**config.mk**
```make
export PLATFORM = sky130hd
export DESIGN_NAME = lc3_decode_flat
export DESIGN_NICKNAME = d
export VERILOG_FILES = /design/src/rtl/lc3_decode_if.sv /design/src/rtl/lc3_decode.sv /design/src/flat_wrapper.sv
export SDC_FILE = /design/constraint.sdc
export NUM_CORES = 1
export LEC_CHECK = 0
export CORE_MARGIN = 1.5
export CORE_UTILIZATION = 60
export CTS_BUF_LIST = sky130_fd_sc_hd__clkbuf_8
export CTS_CLUSTER_SIZE = 10
export DETAILED_ROUTE_END_ITERATION = 10
export DONT_BUFFER_PORTS = 1
export GPL_ROUTABILITY_DRIVEN = 0
export PLACE_DENSITY = 0.81
export SLEW_MARGIN = 20
export SYNTH_ARGS = -nofsm -noshare
export SYNTH_HDL_FRONTEND = slang
export SYNTH_SLANG_ARGS = --single-unit
```
**constraint.sdc**
```tcl
create_clock -name clock -period 1.25 [get_ports clock]
set_input_delay 0.25 -clock clock [delete_from_list [all_inputs] [get_ports clock]]
set_output_delay 0.25 -clock clock [all_outputs]
set_load 0.02 [all_outputs]
```
**src/rtl/lc3_decode_if.sv**
```systemverilog
// Fetch/controller-to-decode-to-execute bundle for the LC-3 decode stage.
// With LC3_DECODE_ILLEGAL_CHECK_EN defined, the bundle also carries illegal_op.
interface lc3_decode_if #(
  parameter int DATA_W = 16
);
  logic              enable_decode;
  logic [DATA_W-1:0] dout;
  logic [DATA_W-1:0] npc_in;

  logic [DATA_W-1:0] IR;
  logic [DATA_W-1:0] npc_out;
  logic [5:0]        E_Control;
  logic [1:0]        W_Control;
  logic              Mem_Control;
  logic              decode_valid;
`ifdef LC3_DECODE_ILLEGAL_CHECK_EN
  logic              illegal_op;

  modport master (
    output enable_decode, dout, npc_in,
    input  IR, npc_out, E_Control, W_Control, Mem_Control, decode_valid, illegal_op
  );
  modport slave (
    input  enable_decode, dout, npc_in,
    output IR, npc_out, E_Control, W_Control, Mem_Control, decode_valid, illegal_op
  );
`else
  modport master (
    output enable_decode, dout, npc_in,
    input  IR, npc_out, E_Control, W_Control, Mem_Control, decode_valid
  );
  modport slave (
    input  enable_decode, dout, npc_in,
    output IR, npc_out, E_Control, W_Control, Mem_Control, decode_valid
  );
`endif
endinterface

```
**src/rtl/lc3_decode.sv**
```systemverilog
// LC-3 decode stage: registers IR/next-PC and the execute/writeback/memory control bundles.
// Optional illegal-opcode flag built only when LC3_DECODE_ILLEGAL_CHECK_EN is defined.
module lc3_decode #(
  parameter int DATA_W = 16
) (
  input logic         clock,
  input logic         reset,
  lc3_decode_if.slave bus
);
  localparam int OPC_LSB = DATA_W - 4;

  typedef enum logic [3:0] {
    OP_BR  = 4'h0, OP_ADD = 4'h1, OP_LD  = 4'h2, OP_ST  = 4'h3,
    OP_JSR = 4'h4, OP_AND = 4'h5, OP_LDR = 4'h6, OP_STR = 4'h7,
    OP_RTI = 4'h8, OP_NOT = 4'h9, OP_LDI = 4'hA, OP_STI = 4'hB,
    OP_JMP = 4'hC, OP_RES = 4'hD, OP_LEA = 4'hE, OP_TRAP = 4'hF
  } opcode_t;

  typedef struct packed {
    logic [1:0] alu_control;
    logic [1:0] pcselect1;
    logic       pcselect2;
    logic       op2select;
  } e_ctrl_t;

  opcode_t opcode;
  e_ctrl_t e_next;
  logic [1:0] w_next;
  logic       m_next;

  assign opcode = opcode_t'(bus.dout[DATA_W-1:OPC_LSB]);

  // NOTE: every field gets a default before the case so no path leaves a value
  // unassigned; otherwise synthesis infers latches on the decode signals.
  always_comb begin
    e_next = '0;
    w_next = 2'b00;
    m_next = 1'b0;
    case (opcode)
      OP_ADD: e_next.op2select = ~bus.dout[5];
      OP_AND: begin
        e_next.alu_control = 2'b01;
        e_next.op2select   = ~bus.dout[5];
      end
      OP_NOT: e_next.alu_control = 2'b10;
      OP_BR, OP_ST: begin
        e_next.pcselect1 = 2'b01;
        e_next.pcselect2 = 1'b1;
      end
      OP_LD: begin
        e_next.pcselect1 = 2'b01;
        e_next.pcselect2 = 1'b1;
        w_next           = 2'b01;
      end
      OP_LDI: begin
        e_next.pcselect1 = 2'b01;
        e_next.pcselect2 = 1'b1;
        w_next           = 2'b01;
        m_next           = 1'b1;
      end
      OP_STI: begin
        e_next.pcselect1 = 2'b01;
        e_next.pcselect2 = 1'b1;
        m_next           = 1'b1;
      end
      OP_LEA: begin
        e_next.pcselect1 = 2'b01;
        e_next.pcselect2 = 1'b1;
        w_next           = 2'b10;
      end
      OP_LDR: begin
        e_next.pcselect1 = 2'b10;
        w_next           = 2'b01;
      end
      OP_STR: e_next.pcselect1 = 2'b10;
      OP_JMP: e_next.pcselect1 = 2'b11;
      default: ;  // JSR, RTI, reserved, TRAP: no control activity
    endcase
  end

  // NOTE: state registers use non-blocking assignment so every register samples
  // pre-edge values regardless of statement order.
  always_ff @(posedge clock) begin
    if (reset) begin
      bus.IR           <= '0;
      bus.npc_out      <= '0;
      bus.E_Control    <= '0;
      bus.W_Control    <= '0;
      bus.Mem_Control  <= 1'b0;
      bus.decode_valid <= 1'b0;
    end else if (bus.enable_decode) begin
      bus.IR           <= bus.dout;
      bus.npc_out      <= bus.npc_in;
      bus.E_Control    <= e_next;
      bus.W_Control    <= w_next;
      bus.Mem_Control  <= m_next;
      bus.decode_valid <= 1'b1;
    end else begin
      bus.decode_valid <= 1'b0;
    end
  end

`ifdef LC3_DECODE_ILLEGAL_CHECK_EN
  logic illegal_next;

  assign illegal_next = (opcode == OP_JSR) || (opcode == OP_RTI) ||
                        (opcode == OP_RES) || (opcode == OP_TRAP);

  always_ff @(posedge clock) begin
    if (reset)                  bus.illegal_op <= 1'b0;
    else if (bus.enable_decode) bus.illegal_op <= illegal_next;
  end
`endif
endmodule

```
**src/flat_wrapper.sv**
```systemverilog
// flat-port wrapper written by rule: the top's interface ports become plain ports
module lc3_decode_flat 
#(
  parameter int DATA_W = 16
)
  (clock, reset, bus_enable_decode, bus_dout, bus_npc_in, bus_IR, bus_npc_out, bus_E_Control, bus_W_Control, bus_Mem_Control, bus_decode_valid);
  lc3_decode_if #(.DATA_W(DATA_W)) bus_i ();
  input logic clock;
  input logic reset;
  input wire logic [$bits(bus_i.enable_decode)-1:0] bus_enable_decode;
  input wire logic [$bits(bus_i.dout)-1:0] bus_dout;
  input wire logic [$bits(bus_i.npc_in)-1:0] bus_npc_in;
  output wire logic [$bits(bus_i.IR)-1:0] bus_IR;
  output wire logic [$bits(bus_i.npc_out)-1:0] bus_npc_out;
  output wire logic [$bits(bus_i.E_Control)-1:0] bus_E_Control;
  output wire logic [$bits(bus_i.W_Control)-1:0] bus_W_Control;
  output wire logic [$bits(bus_i.Mem_Control)-1:0] bus_Mem_Control;
  output wire logic [$bits(bus_i.decode_valid)-1:0] bus_decode_valid;
  assign bus_i.enable_decode = bus_enable_decode;
  assign bus_i.dout = bus_dout;
  assign bus_i.npc_in = bus_npc_in;
  assign bus_IR = bus_i.IR;
  assign bus_npc_out = bus_i.npc_out;
  assign bus_E_Control = bus_i.E_Control;
  assign bus_W_Control = bus_i.W_Control;
  assign bus_Mem_Control = bus_i.Mem_Control;
  assign bus_decode_valid = bus_i.decode_valid;
  lc3_decode #(.DATA_W(DATA_W)) u_core (.clock(clock), .reset(reset), .bus(bus_i));
endmodule
```
* Yosys cells after proc, flatten, opt, wreduce, memory -nomap -nowiden
Cells that the tools add are included.
Widths: inputs -> output; s select.
** Operators by class
- Add/subtract/negate cells :: 0
- $mul :: 0
- Divide/modulo/power cells :: 0
- $lt $le $gt $ge :: 0
- Equality and inequality tests :: 11
- Shifts and indexed selects :: 0
- Mux-type cells :: 7
- Bitwise logic cells :: 1
- Reduce and logical (&&, ||, !) cells :: 6
** Operators with widths (count)
- $eq 4x4->1 const B :: 5
- $eq 4x3->1 const B :: 3
- $eq 4x2->1 const B :: 2
- $pmux 2 s2 :: 2
- $pmux 2 s3 :: 1
- $reduce_or 2->1 :: 3
- $reduce_or 6->1 :: 1
- $eq 4x1->1 const B :: 1
- $logic_not 4->1 :: 1
- $mux 1 :: 4
- $reduce_or 3->1 :: 1
- $not 1->1 :: 1
** Storage, ports and cells
- Register bits after elaboration :: 42
- Bits in latches :: 0
- Bits in writable memories :: 0
- Bits in read-only memories :: 0
- Output and inout bits :: 42
- Memories :: 0

* Depth between registers and ports, before layout
- Word-level depth :: 3
- Depth in mapped cells :: 5

* Worst setup path before layout
Ideal clock, no wire load.
- Kind :: input-to-reg
- From :: input port bus_enable_decode
- To :: register u_core.bus.IR[10]
- Setup time :: 0.128 ns
- Arrival :: 0.829 ns
- Data required time :: 1.122 ns
- Setup slack :: 0.293 ns
- Stages on the path :: 5
- Buffers on the path :: 3
- Cells stage by stage :: buf_4 buf_6 buf_8 mux2i_1 nor2_1
** RTL lines
- start: declaration :: RTL line flat_wrapper.sv:10 : input wire logic [$bits(bus_i.enable_decode)-1:0] bus_enable_decode;
- end signal: assignment :: RTL line lc3_decode.sv:92 : bus.IR <= bus.dout;
- end: declaration :: RTL line lc3_decode_if.sv:34 : output IR, npc_out, E_Control, W_Control, Mem_Control, decode_valid

* Final worst setup path
- From :: register u_core.bus.IR[15]
- To :: output port bus_IR[15]
** RTL lines
- end: declaration :: RTL line flat_wrapper.sv:13 : output wire logic [$bits(bus_i.IR)-1:0] bus_IR;
No word-level cell between the ends.

==> metrics.md <==
| Metric | Value |
|---|---|
| Critical Setup Path Class | `reg2out` |
| Synth cell count leaders | `dfxtp_1 (42), nor2_1 (36), mux2i_1 (33), a21oi_1 (6), nand2b_1 (6)` |
| Max-capacitance violation count | `0` |
| Max VDD drop | `0.00133 V` |
| GRT Overall Usage | `19.7%` |
| Worst relative slew slack | `82.7%` |
| Top-count cell post-synth | `dfxtp_1` |
| CTS tree | `done` |
| Register Area | `841 µm²` |
| Routed wire length | `2.79 mm` |
| Syn Inst Count | `153` |
| Nets | `183` |
| NetSw | `585 µW` |
| I/O Buffers | `0` |
| Switching portion of total power | `23.4%` |
| Seq/Total Area, Yosys | `53.1%` |
| Finished Core Util | `65.5%` |
| Leak Pwr | `0.699 nW` |
| Combinational share of power | `5.1%` |
| Worst EP arrival | `0.75 ns` |
| Core area | `0.00248 mm²` |
| DRC Markers | `0` |
| Tightest Hold Check Type | `in2reg` |
| Die width | `54.4 µm` |
| Status | `finished, final reports clean` |
| Unrepaired setup endpoints after global routing | `false` |
| Vert. Die Dim | `54.4 µm` |
| ANT cells | `0` |
| Worst Max-Slew Pin Slew | `0.260 ns` |
| EDFF count, synth | `0` |
| Yosys cell types | `22` |
| Setup Viol. Count Final | `0` |
| Initial Util | `63.9%` |
| Total clock sinks | `42` |
| Synthesized area | `0.00158 mm²` |
| Multi-input logic area | `661 µm²` |
| Setup bufs post-CTS | `0` |
| Rows | `18` |
| Synth Area per Inst | `10.3 µm²` |
| Setup Skew | `0 ns` |
| Overall Power | `2.50 mW` |
| Power density cells | `1540 mW/mm²` |
| First-pass GRT wire length | `3.94 mm` |
| Wirelength per Cell | `15.8 µm` |
| Vias | `1001` |
| Sequential Power Share | `61.8%` |
| Longest Clk Path Bufs | `2` |
| Initial antenna violation count | `0` |
| WP data required | `1.00 ns` |
| Yosys top cell area share | `53.1%` |
| Root buffer cell | `clkbuf_8` |
| Internal power | `1.92 mW` |
| Num CTS Buffers | `5` |
| Drt first pass iters | `4` |
| Clk network pwr share | `33.1%` |
| Period Utilization, post-route | `80.2%` |
| Worst setup margin | `0.248 ns` |
| Clock transition at path regs | `0.07 ns` |
| Startpoint Class | `flip-flop` |
| Top FF cell, synth | `dfxtp_1` |
| Clock network latency to the later pin of the worst-skew pair | `0.28 ns` |
| Initial DRC Count | `13` |
| # hold bufs at CTS | `0` |
| Sum Neg Setup Slack | `0 ns` |
| Hold Fails Final Rpt | `0` |
| Worst slack, placed | `0.366 ns` |
| # fillers | `207` |
| FMAX | `998 MHz` |
| HPWL after detailed placement | `1.86 mm` |
| Synth top area cells | `dfxtp_1 (53%), mux2i_1 (21%), nor2_1 (8.5%), nand2b_1 (2.4%), a21oi_1 (1.9%)` |
| Largest area contributor in the netlist | `dfxtp_1` |
| WP depth | `0` |
| Worst-path fanout max | `2` |
| Routed Antenna Nets | `0` |
| Largest net degree at the start of global routing | `51` |
| Resize count post-CTS | `0` |
| Area Overhead vs Synth | `2.45%` |
| Die area | `0.00296 mm²` |
| Number of global-route vias before repair | `891` |
| Post-Syn Nets | `188` |
| FF-to-FF path depth | `3` |
| Yosys reg bits | `42` |
| Vias per cell | `5.66` |
| Synth async-reset ratio | `0%` |
| Io pins | `77` |
| Share of layout cells above drive strength 1 | `5.44%` |
| Total grt overflow | `0` |
| Min Tclk post-route | `1.00 ns` |
| Hold Worst Slack | `0.0288 ns` |
| Ys Warns | `0` |
| Critical path endpoint category | `primary output` |
| Depth of the CTS H-tree | `2` |
| Slew Limit Fails | `0` |
| WHS Path Cells | `1` |
worst reg2reg max path, delay by kind of cell, from the launching register on:
family           cells  cell delay, ns
AO/OA/AOI/OAI        1            0.14
flip-flops           1            0.38
AND/OR/NAND/NOR      2            0.22
power by group through the flow:
| stage | clock, mW | combinational [mW] | sequential [mW] |
|---|---|---|---|
| after global routing | 0.915 | 0.145 | 1.56 |
| after CTS | 0.862 | 0.131 | 1.55 |
| after detailed placement | 0 | 0.132 | 1.58 |
| final | 0.829 | 0.129 | 1.55 |
| after floorplan | 0 | 0.181 | 1.56 |
| after global placement | 0 | 0.123 | 1.58 |
cell families after synthesis:
group,Yosys count,share of synthesized area [%]
AO/OA/AOI/OAI,11,4.66
buffers and inverters,12,5.14
flip-flops,42,53.1
multiplexers,33,20.9
AND/OR/NAND/NOR,55,16.2
stage by stage:
| step | instance area (µm²) | std cells |
|---|---|---|
| 2_1_floorplan | 1580 | 153 |
| 3_3_place_gp | 1540 | 171 |
| 3_5_place_dp | 1540 | 171 |
| 4_1_cts | 1620 | 177 |
| 5_1_grt | 1620 | 177 |
| 6_report | 1620 | 177 |
metal layers:
layer | part of all wire [%] | track usage [%]
met1 | 40 | 21.1
met4 | 1.0 | 10.0
met3 | 8.9 | 10.1
met5 | 0 | 0
met2 | 50 | 31.5
cell type report:
type                       count  area share (%)
tap                           30            2.31
sequential                    42            51.9
multi-input combinational     99            40.7
clock buffer                   6            5.09
registers in the layout (all words and copies together), names as in the netlist:
signal and cells:
u_core.bus.Mem_Control 1, u_core.bus.decode_valid 1, u_core.bus.npc_out 16, u_core.bus.E_Control 6, u_core.bus.W_Control 2, u_core.bus.IR 16
path summary, 6_finish.rpt:
check / to / slack (ns) / start
setup / recovery: bus_IR[15] / 0.25 / u_core.bus.IR[15]
hold / removal: u_core.bus.npc_out[3] / 0.03 / reset
hold reg to reg: u_core.bus.Mem_Control / 0.56 / u_core.bus.Mem_Control
setup reg to reg: u_core.bus.E_Control[4] / 0.40 / u_core.bus.E_Control[4]
layout by cell type, fill, tap and decap left out, drive strengths merged, types with 2 or more instances in the layout:
cell / synthesis / final
a21oi: 6 / 6
dfxtp: 42 / 42
nand2b: 6 / 6
a311oi: 2 / 2
nor2b: 3 / 3
nand4b: 2 / 2
nand2: 4 / 4
clkbuf: 4 / 6
nor2: 36 / 36
mux2i: 33 / 33
(Power assumes the default switching activity.)
